--- config.mk ---
export PLATFORM = sky130hd
export DESIGN_NAME = cnt_seq_ctrl
export DESIGN_NICKNAME = d
export VERILOG_FILES = /design/src/rtl/cnt_seq_pkg.sv /design/src/rtl/cnt_step_core.sv /design/src/rtl/cnt_seq_ctrl.sv
export SDC_FILE = /design/constraint.sdc
export NUM_CORES = 1
export LEC_CHECK = 0
export ABC_AREA = 1
export BUFFER_PORTS_ARGS = -buffer_cell sky130_fd_sc_hd__buf_2
export CAP_MARGIN = 10
export CORE_MARGIN = 5
export CORE_UTILIZATION = 55
export CTS_CLUSTER_DIAMETER = 40
export CTS_CLUSTER_SIZE = 10
export DETAILED_ROUTE_END_ITERATION = 8
export PLACE_DENSITY = 0.86
export SYNTH_ARGS = -nofsm -noshare
export SYNTH_HDL_FRONTEND = slang
export SYNTH_SLANG_ARGS = --single-unit
export TNS_END_PERCENT = 30
--- constraint.sdc ---
create_clock -name clk -period 1.95 [get_ports clk]
set_input_delay 0.39 -clock clk [delete_from_list [all_inputs] [get_ports clk]]
set_output_delay 0.39 -clock clk [all_outputs]
set_load 0.05 [all_outputs]
--- src/rtl/cnt_seq_pkg.sv ---
// Shared encodings for the count sequencer: FSM states and run modes.
package cnt_seq_pkg;

    typedef enum logic [1:0] {
        ST_IDLE = 2'd0,
        ST_RUN  = 2'd1,
        ST_DONE = 2'd2
    } state_e;

    localparam logic [1:0] MODE_UP      = 2'b00;
    localparam logic [1:0] MODE_DOWN    = 2'b01;
    localparam logic [1:0] MODE_BOUNCE  = 2'b10;
    localparam logic [1:0] MODE_ONESHOT = 2'b11;

    // Modes 01/11 start at the top of the range counting down.
    function automatic logic mode_starts_down(input logic [1:0] m);
        return m[0];
    endfunction

endpackage

--- src/rtl/cnt_step_core.sv ---
// Bounded up/down count register: loads a start position, steps per mode,
// and flags (o_term) when the pending step is a terminal/turnaround step.
module cnt_step_core
    import cnt_seq_pkg::*;
#(
    parameter int MAX = 15,
    parameter int MIN = 0,
    parameter int W   = $clog2(MAX + 1)
) (
    input  logic         clk,
    input  logic         sys_rst,
    input  logic         i_load,
    input  logic [1:0]   i_load_mode,
    input  logic         i_step,
    input  logic [1:0]   i_mode,
    output logic [W-1:0] o_cnt,
    output logic         o_dir,
    output logic         o_tc,
    output logic         o_term
);

    localparam logic [W-1:0] HI = W'(MAX);
    localparam logic [W-1:0] LO = W'(MIN);

    logic [W-1:0] r_cnt;
    logic         r_dir;
    logic         r_tc;
    logic [W-1:0] w_nxt_cnt;
    logic         w_nxt_dir;
    logic         w_term;

    always_comb begin
        w_nxt_cnt = r_cnt;
        w_nxt_dir = r_dir;
        w_term    = 1'b0;
        case (i_mode)
            MODE_UP: begin
                if (r_cnt == HI) begin
                    w_nxt_cnt = LO;
                    w_term    = 1'b1;
                end else begin
                    w_nxt_cnt = r_cnt + W'(1);
                end
            end
            MODE_DOWN: begin
                if (r_cnt == LO) begin
                    w_nxt_cnt = HI;
                    w_term    = 1'b1;
                end else begin
                    w_nxt_cnt = r_cnt - W'(1);
                end
            end
            MODE_BOUNCE: begin
                if (!r_dir && r_cnt == HI) begin
                    w_nxt_cnt = HI - W'(1);
                    w_nxt_dir = 1'b1;
                    w_term    = 1'b1;
                end else if (r_dir && r_cnt == LO) begin
                    w_nxt_cnt = LO + W'(1);
                    w_nxt_dir = 1'b0;
                    w_term    = 1'b1;
                end else if (r_dir) begin
                    w_nxt_cnt = r_cnt - W'(1);
                end else begin
                    w_nxt_cnt = r_cnt + W'(1);
                end
            end
            default: begin
                // One-shot: never step below MIN even if a tick sneaks in there.
                if (r_cnt == LO + W'(1)) begin
                    w_nxt_cnt = LO;
                    w_term    = 1'b1;
                end else if (r_cnt != LO) begin
                    w_nxt_cnt = r_cnt - W'(1);
                end
            end
        endcase
    end

    always_ff @(posedge clk) begin
        if (sys_rst) begin
            r_cnt <= LO;
            r_dir <= 1'b0;
            r_tc  <= 1'b0;
        end else begin
            r_tc <= 1'b0;
            if (i_load) begin
                r_cnt <= mode_starts_down(i_load_mode) ? HI : LO;
                r_dir <= mode_starts_down(i_load_mode);
            end else if (i_step) begin
                r_cnt <= w_nxt_cnt;
                r_dir <= w_nxt_dir;
                r_tc  <= w_term;
            end
        end
    end

    assign o_cnt  = r_cnt;
    assign o_dir  = r_dir;
    assign o_tc   = r_tc;
    assign o_term = w_term;

endmodule

--- src/rtl/cnt_seq_ctrl.sv ---
// Count sequencer top: IDLE/RUN/DONE FSM plus prescaler driving the
// bounded step core. stop always beats start and beats a same-cycle tick.
module cnt_seq_ctrl
    import cnt_seq_pkg::*;
#(
    parameter int MAX = 15,
    parameter int MIN = 0,
    parameter int DIV = 4,
    localparam int W  = $clog2(MAX + 1)
) (
    input  logic         clk,
    input  logic         sys_rst,
    input  logic         start,
    input  logic         stop,
    input  logic [1:0]   mode,
    output logic [W-1:0] cnt,
    output logic         dir,
    output logic         busy,
    output logic         tc,
    output logic         done
);

    localparam int PW = (DIV > 1) ? $clog2(DIV) : 1;

    if (MAX < MIN + 2 || DIV < 1) begin : g_param_check
        $error("cnt_seq_ctrl: requires MAX >= MIN+2 and DIV >= 1");
    end

    state_e        r_state;
    state_e        w_nxt_state;
    logic [1:0]    r_mode;
    logic [PW-1:0] r_presc;
    logic          w_run;
    logic          w_tick;
    logic          w_accept;
    logic          w_step;
    logic          w_term;

    assign w_run    = (r_state == ST_RUN);
    assign w_tick   = w_run && (r_presc == PW'(DIV - 1));
    assign w_accept = (r_state != ST_RUN) && start && !stop;
    assign w_step   = w_tick && !stop;

    always_ff @(posedge clk) begin
        if (sys_rst) begin
            r_state <= ST_IDLE;
            r_mode  <= MODE_UP;
            r_presc <= '0;
        end else begin
            r_state <= w_nxt_state;
            if (w_accept) r_mode <= mode;
            // Prescaler only runs in RUN; any exit or fresh start clears it.
            if (w_run && !stop) r_presc <= w_tick ? '0 : r_presc + PW'(1);
            else                r_presc <= '0;
        end
    end

    always_comb begin
        w_nxt_state = r_state;
        case (r_state)
            ST_IDLE: if (w_accept) w_nxt_state = ST_RUN;
            ST_RUN: begin
                if (stop)
                    w_nxt_state = ST_IDLE;
                else if (w_step && w_term && r_mode == MODE_ONESHOT)
                    w_nxt_state = ST_DONE;
            end
            ST_DONE: begin
                if (stop)          w_nxt_state = ST_IDLE;
                else if (w_accept) w_nxt_state = ST_RUN;
            end
            default: w_nxt_state = ST_IDLE;
        endcase
    end

    cnt_step_core #(
        .MAX (MAX),
        .MIN (MIN),
        .W   (W)
    ) u_core (
        .clk         (clk),
        .sys_rst     (sys_rst),
        .i_load      (w_accept),
        .i_load_mode (mode),
        .i_step      (w_step),
        .i_mode      (r_mode),
        .o_cnt       (cnt),
        .o_dir       (dir),
        .o_tc        (tc),
        .o_term      (w_term)
    );

    assign busy = w_run;
    assign done = (r_state == ST_DONE);

endmodule
Yosys cells after proc, flatten, opt, wreduce, memory -nomap -nowiden:

Cells that the tools add are included.
W data, S select, Z words.

* bits in registers: 12
* input bits: 6
* output and inout port bits: 8
* word-level logic and storage cells: 71

* add/subtract/negate cells: 3
* eq/ne operators: 10
* mux-type cells: 27
* bitwise gates (word level): 2
* reduce and logical (&&, ||, !) cells: 23

Operator list (number)
* $mux W4: 10
* $pmux W4 S3: 1
* $mux W1: 10
* $logic_and A1 B1 Y1: 9
* $eq A2 B2 Y1 const B: 4
* $mux W2: 4
* $pmux W2 S3: 1
* $reduce_bool A6 Y1: 1
* $reduce_or A3 Y1: 2
* $add A4 B1 Y4 const B: 1
* $eq A2 B1 Y1 const B: 2
* $eq A4 B1 Y1 const B: 1
* $eq A4 B4 Y1 const B: 1
* $logic_not A2 Y1: 2
* $logic_not A4 Y1: 1
* $reduce_bool A2 Y1: 2
* $reduce_bool A4 Y1: 1
* $sub A4 B1 Y4 const B: 1
* $ne A3 B2 Y1 const B: 1
* $pmux W1 S3: 1
* $reduce_and A3 Y1: 1
* $reduce_bool A3 Y1: 1
* $add A2 B1 Y2 const B: 1
* $logic_not A1 Y1: 2
* 3 further kinds: 4

Logic depth before layout (Yosys ltp):

* depth after elaboration: 10
* depth in mapped cells: 10
* mapped depth without buffers: 10

Cells and area by module:

A second synthesis with hierarchy kept.

* cell total of the unflattened synthesis: 150
* area, all modules: 972.2 um^2

Modules (own cells, without submodules)
* cnt_step_core: times used 1, cells an instance 105, area an instance 660.6 um^2, sequential area each 120.1 um^2
* cnt_seq_ctrl: times used 1, cells an instance 45, area an instance 311.5 um^2, sequential area each 120.1 um^2

Worst setup path after synthesis:

No wires, ideal clock.

* kind: reg-to-reg
* start: register u_core.r_cnt[0], in the netlist u_core.o_cnt[0]
* end: register u_core.r_cnt[1], in the netlist u_core.o_cnt[1]
* setup time: 0.070 ns
* arrival time: 1.733 ns
* required time: 1.880 ns
* path slack: 0.147 ns
* cell stages (with the launch flop): 10
* path buffers: 0
* clock period less this slack: 1.803 ns
* path through: dfxtp_1 -> inv_1 -> ha_1 -> inv_1 -> nand3_1 -> nand3_1 -> nand2_1 -> nand3_1 -> nand2_1 -> a21oi_1

* word-level cells in the longest chain between the ends: 7
* elaborated cells between the ends (all ways): 20
* those cells by class: add/sub (2); eq/ne (2); mux (10); reduce/logical (6)

Ends and longest elaborated chain
* start: declaration: line cnt_step_core.sv:25 `logic [W-1:0] r_cnt;`
* start signal: assignment: line cnt_step_core.sv:88 `r_cnt <= mode_starts_down(i_load_mode) ? HI : LO;`
* start signal: assignment: line cnt_step_core.sv:91 `r_cnt <= w_nxt_cnt;`
* $add A4 B1 Y4, or another cell as far along: line cnt_step_core.sv:42, cnt_step_core.sv:65
* $mux W4 / $logic_and A1 B1 Y1 (equally long branches): line cnt_step_core.sv:62, cnt_step_core.sv:58
* $mux W4: line cnt_step_core.sv:58 `end else if (r_dir && r_cnt == LO) begin`
* $mux W4: line cnt_step_core.sv:54 `if (!r_dir && r_cnt == HI) begin`
* $pmux W4 S3: line cnt_step_core.sv:36 `case (i_mode)`
* $mux W4: line cnt_step_core.sv:90 `end else if (i_step) begin`
* $mux W4: line cnt_step_core.sv:87 `if (i_load) begin`

Parallel ways exist; a longest one is shown, timed or not. The select of a mux whose other input is x is not followed.
A chain may end at the register's enable or synchronous reset.

Worst setup path in the final report:

Same ends and word-level chain as after synthesis.

==> impl_results.rst <==
.. list-table::
   :header-rows: 1

   * - Metric
     - Value
   * - Run status
     - finished, final reports clean
   * - Area of the die
     - 0.00257 mm2
   * - Synth cell types
     - 26
   * - Worst Path Max Fanout
     - 10
   * - Family with the most delay on the worst path
     - flip-flops
   * - Static leakage
     - 0.528 nW
   * - Largest voltage drop on the vdd net
     - 0.479 mV
   * - Number of cells upsized or downsized after cts
     - 0
   * - Worst setup path startpoint
     - u_core.o_cnt[0]$_SDFFE_PP0P_
   * - Synthesized area per cell
     - 6.65 um2
   * - Post-DP HPWL
     - 1540 um
   * - Number of CTS-inserted buffers
     - 3
   * - Asr flop ratio synth
     - 0
   * - Buf+Inv Stages, Crit Path
     - 2
   * - Initial standard-cell utilization of the core
     - 0.591
   * - Worst max-slew margin expressed relative to the limit
     - 0.703
   * - Worst-path clk slew
     - 0.07 ns
   * - Hold Startpoint
     - sys_rst
   * - Crit path DAT
     - 1.88 ns
   * - Kind of start point of the critical path
     - flop
   * - Area of all placed cells without fillers
     - 996 um2
   * - # port buffers
     - 13
   * - Class of the most critical hold timing path
     - input port to flop
   * - Die width
     - 50.7 um
   * - Critical Path Most Common Cell
     - sky130_fd_sc_hd__nand3_1
   * - FMAX
     - 0.597 GHz
   * - PwrDens
     - 613 mW/mm2
   * - Worst EP required
     - 2.16 ns
   * - Delay contributed by the slowest stage of the critical path
     - 0.52 ns
   * - Post-CTS Hold Buffers
     - 0
   * - Starting DRC count in detailed routing
     - 26
   * - Post-CTS setup buffers
     - 0
   * - Via count
     - 906
   * - First-pass iteration count of the detailed router
     - 4
   * - Level count of the clock H-tree
     - 1
   * - Number of antenna violations at the first check in global routing
     - 0
   * - DRC errors left
     - 0
   * - Clock tree from TritonCTS
     - built
   * - EDFF count, synth
     - 0
   * - Min cycle time layout
     - 1.68 ns
   * - Final number of hold-violating endpoints
     - 0
   * - TritonCTS Sinks
     - 12
   * - Count of antenna diodes in the layout
     - 0
   * - Routed wire length
     - 1910 um
   * - Number of ports placed on the die boundary
     - 14
   * - Tightest hold margin
     - 0.314 ns
   * - Startpoint of the lowest-slack register-to-register path
     - u_core.o_cnt[0]$_SDFFE_PP0P_
   * - First-pass GRT wire length
     - 3320 um
   * - Max-slew violations
     - 0
   * - Vias per inst
     - 5.43
   * - Core Area
     - 0.00154 mm2
   * - Gr ovfl total
     - 0
   * - RSZ-0062 raised after global routing
     - false
   * - Power, Total
     - 610 uW
   * - Final nets
     - 164
   * - Transition time at the pin with the least slew margin
     - 0.445 ns
   * - Slowest library cell on the worst path
     - sky130_fd_sc_hd__dfxtp_1
   * - Number of failing setup endpoints in the final timing report
     - 0
   * - Number of cells in the design after placement
     - 164
   * - Latest clock arrival within the worst-skew pair
     - 0.27 ns
   * - Setup CP Type
     - flop to flop
   * - Final setup skew
     - 0.00252 ns
   * - Cells along the critical path
     - inv_1 -> ha_1 -> inv_1 -> nand3_1 -> nand3_1 -> nand2_1 -> nand3_1 -> nand2_1 -> a21oi_1
   * - Total GRT Usage
     - 0.164
   * - Period Utilization, post-route
     - 0.859
   * - Final non-filler cell total
     - 167
   * - Count of standard-cell rows
     - 14
   * - Number of global-route vias before repair
     - 756
   * - Root buf cell
     - sky130_fd_sc_hd__clkbuf_4
   * - Netlist Area Pre-Place
     - 911 um2
   * - Worst Setup End Kind
     - flop
   * - Average wire length per cell after detail routing
     - 11.5 um
   * - Antenna-violating nets left
     - 0
   * - Proportion of layout cells with a drive suffix above 1
     - 0.212
   * - Setup TNS
     - 0 ns
   * - Gate Count Post-Synth
     - 137
   * - Placed instance area
     - 973 um2
   * - Ys flop type
     - sky130_fd_sc_hd__dfxtp_1
   * - Largest net degree at the start of global routing
     - 11
   * - Reported max-cap violation count
     - 0
   * - R2R Setup Slk
     - 0.27 ns
   * - Sequential share of the synthesized area
     - 0.264
   * - Die H
     - 50.7 um
   * - Flop and latch count out of synthesis
     - 12
   * - Placer congestion estimate
     - 0.917
   * - Layout area overhead
     - 9.34%
   * - Buffer levels on the longest clock path
     - 2
   * - Count of synthesis-stage warnings from yosys
     - 0
   * - Net count after synthesis
     - 148
[Yosys cell counts, types with 3 or more instances]
master / n / area share
sky130_fd_sc_hd__nand2_1: 38 / 0.16
sky130_fd_sc_hd__inv_1: 18 / 0.074
sky130_fd_sc_hd__nand3_1: 13 / 0.071
sky130_fd_sc_hd__dfxtp_1: 12 / 0.26
sky130_fd_sc_hd__nor2_1: 10 / 0.041
sky130_fd_sc_hd__a21oi_1: 7 / 0.038
sky130_fd_sc_hd__o21ai_0: 6 / 0.033
sky130_fd_sc_hd__ha_1: 5 / 0.069
sky130_fd_sc_hd__nor2_4: 4 / 0.049
sky130_fd_sc_hd__xor2_1: 3 / 0.029
[state kept, by name (all words and copies together) (netlist names)]
signal,count
r_mode,2
r_state,2
r_presc,2
u_core.o_cnt,4
u_core.o_tc,1
u_core.o_dir,1
[per-stage QoR]
stage,setup WS (ns),util
after floorplan,0.147,-
after global placement,0.371,0.631
after detailed placement,0.336,0.631
after CTS,0.273,0.646
after global routing,0.100,0.646
final,0.274,0.646
[power breakdown]
part / switching (mW) / internal (mW) / total, mW
clock network: 0.0750 / 0.0716 / 0.147
registers: 0.0224 / 0.257 / 0.280
logic: 0.125 / 0.0593 / 0.184
[final cells by class]
cell class | count | area, um2
Multi-Input combinational cell | 103 | 573
Fill cell | 147 | 546
Sequential cell | 12 | 240
Inverter | 20 | 75.1
Timing Repair Buffer | 13 | 65.1
Clock buffer | 3 | 22.5
Tap cell | 16 | 20.0
[metal layers]
metal	up-vias	GRT usage	share of wire
li1	468	-	-
met1	410	0.209	0.44
met2	21	0.254	0.47
met3	7	0.0385	0.055
met4	0	0.0851	0.027
met5	-	0	0
[worst paths after layout]
check | cells past startpoint | endpoint
hold reg to reg | 1 | r_presc[0]$_SDFF_PP0_
setup reg to reg | 9 | u_core.o_cnt[1]$_SDFFE_PP0P_
setup / recovery | 9 | u_core.o_cnt[1]$_SDFFE_PP0P_
hold / removal | 2 | r_state[0]$_SDFFE_PP0P_
[cell families after synthesis]
group / share of synthesized area
XOR/XNOR: 0.0289
adder cells (fa/ha/maj): 0.0687
buffers and inverters: 0.107
AO/OA/AOI/OAI: 0.124
flip-flops: 0.264
AND/OR/NAND/NOR: 0.408
[placed cells by master, fill, tap and decap left out]
cell type                  instances
sky130_fd_sc_hd__o21ai_0           6
sky130_fd_sc_hd__nor4_1            1
sky130_fd_sc_hd__nand2_1          38
sky130_fd_sc_hd__a21oi_2           1
sky130_fd_sc_hd__xor2_1            3
sky130_fd_sc_hd__nor2_4            4
sky130_fd_sc_hd__dfxtp_1          12
sky130_fd_sc_hd__nand4_1           1
sky130_fd_sc_hd__nand2_4           1
sky130_fd_sc_hd__buf_2            13
sky130_fd_sc_hd__nand4_2           1
sky130_fd_sc_hd__nor2_2            2
sky130_fd_sc_hd__nand2_2           2
sky130_fd_sc_hd__nor3_1            2
sky130_fd_sc_hd__o21ai_2           1
sky130_fd_sc_hd__a21boi_2          1
sky130_fd_sc_hd__a31oi_1           1
sky130_fd_sc_hd__nor2_1           10
sky130_fd_sc_hd__ha_1              5
sky130_fd_sc_hd__nor3_2            1
sky130_fd_sc_hd__inv_1            18
sky130_fd_sc_hd__a21oi_1           7
sky130_fd_sc_hd__clkbuf_4          3
sky130_fd_sc_hd__o211ai_1          1
sky130_fd_sc_hd__o21ai_1           1
sky130_fd_sc_hd__nand3_1          13
sky130_fd_sc_hd__inv_2             2
Power figures use the tool's default switching activity.
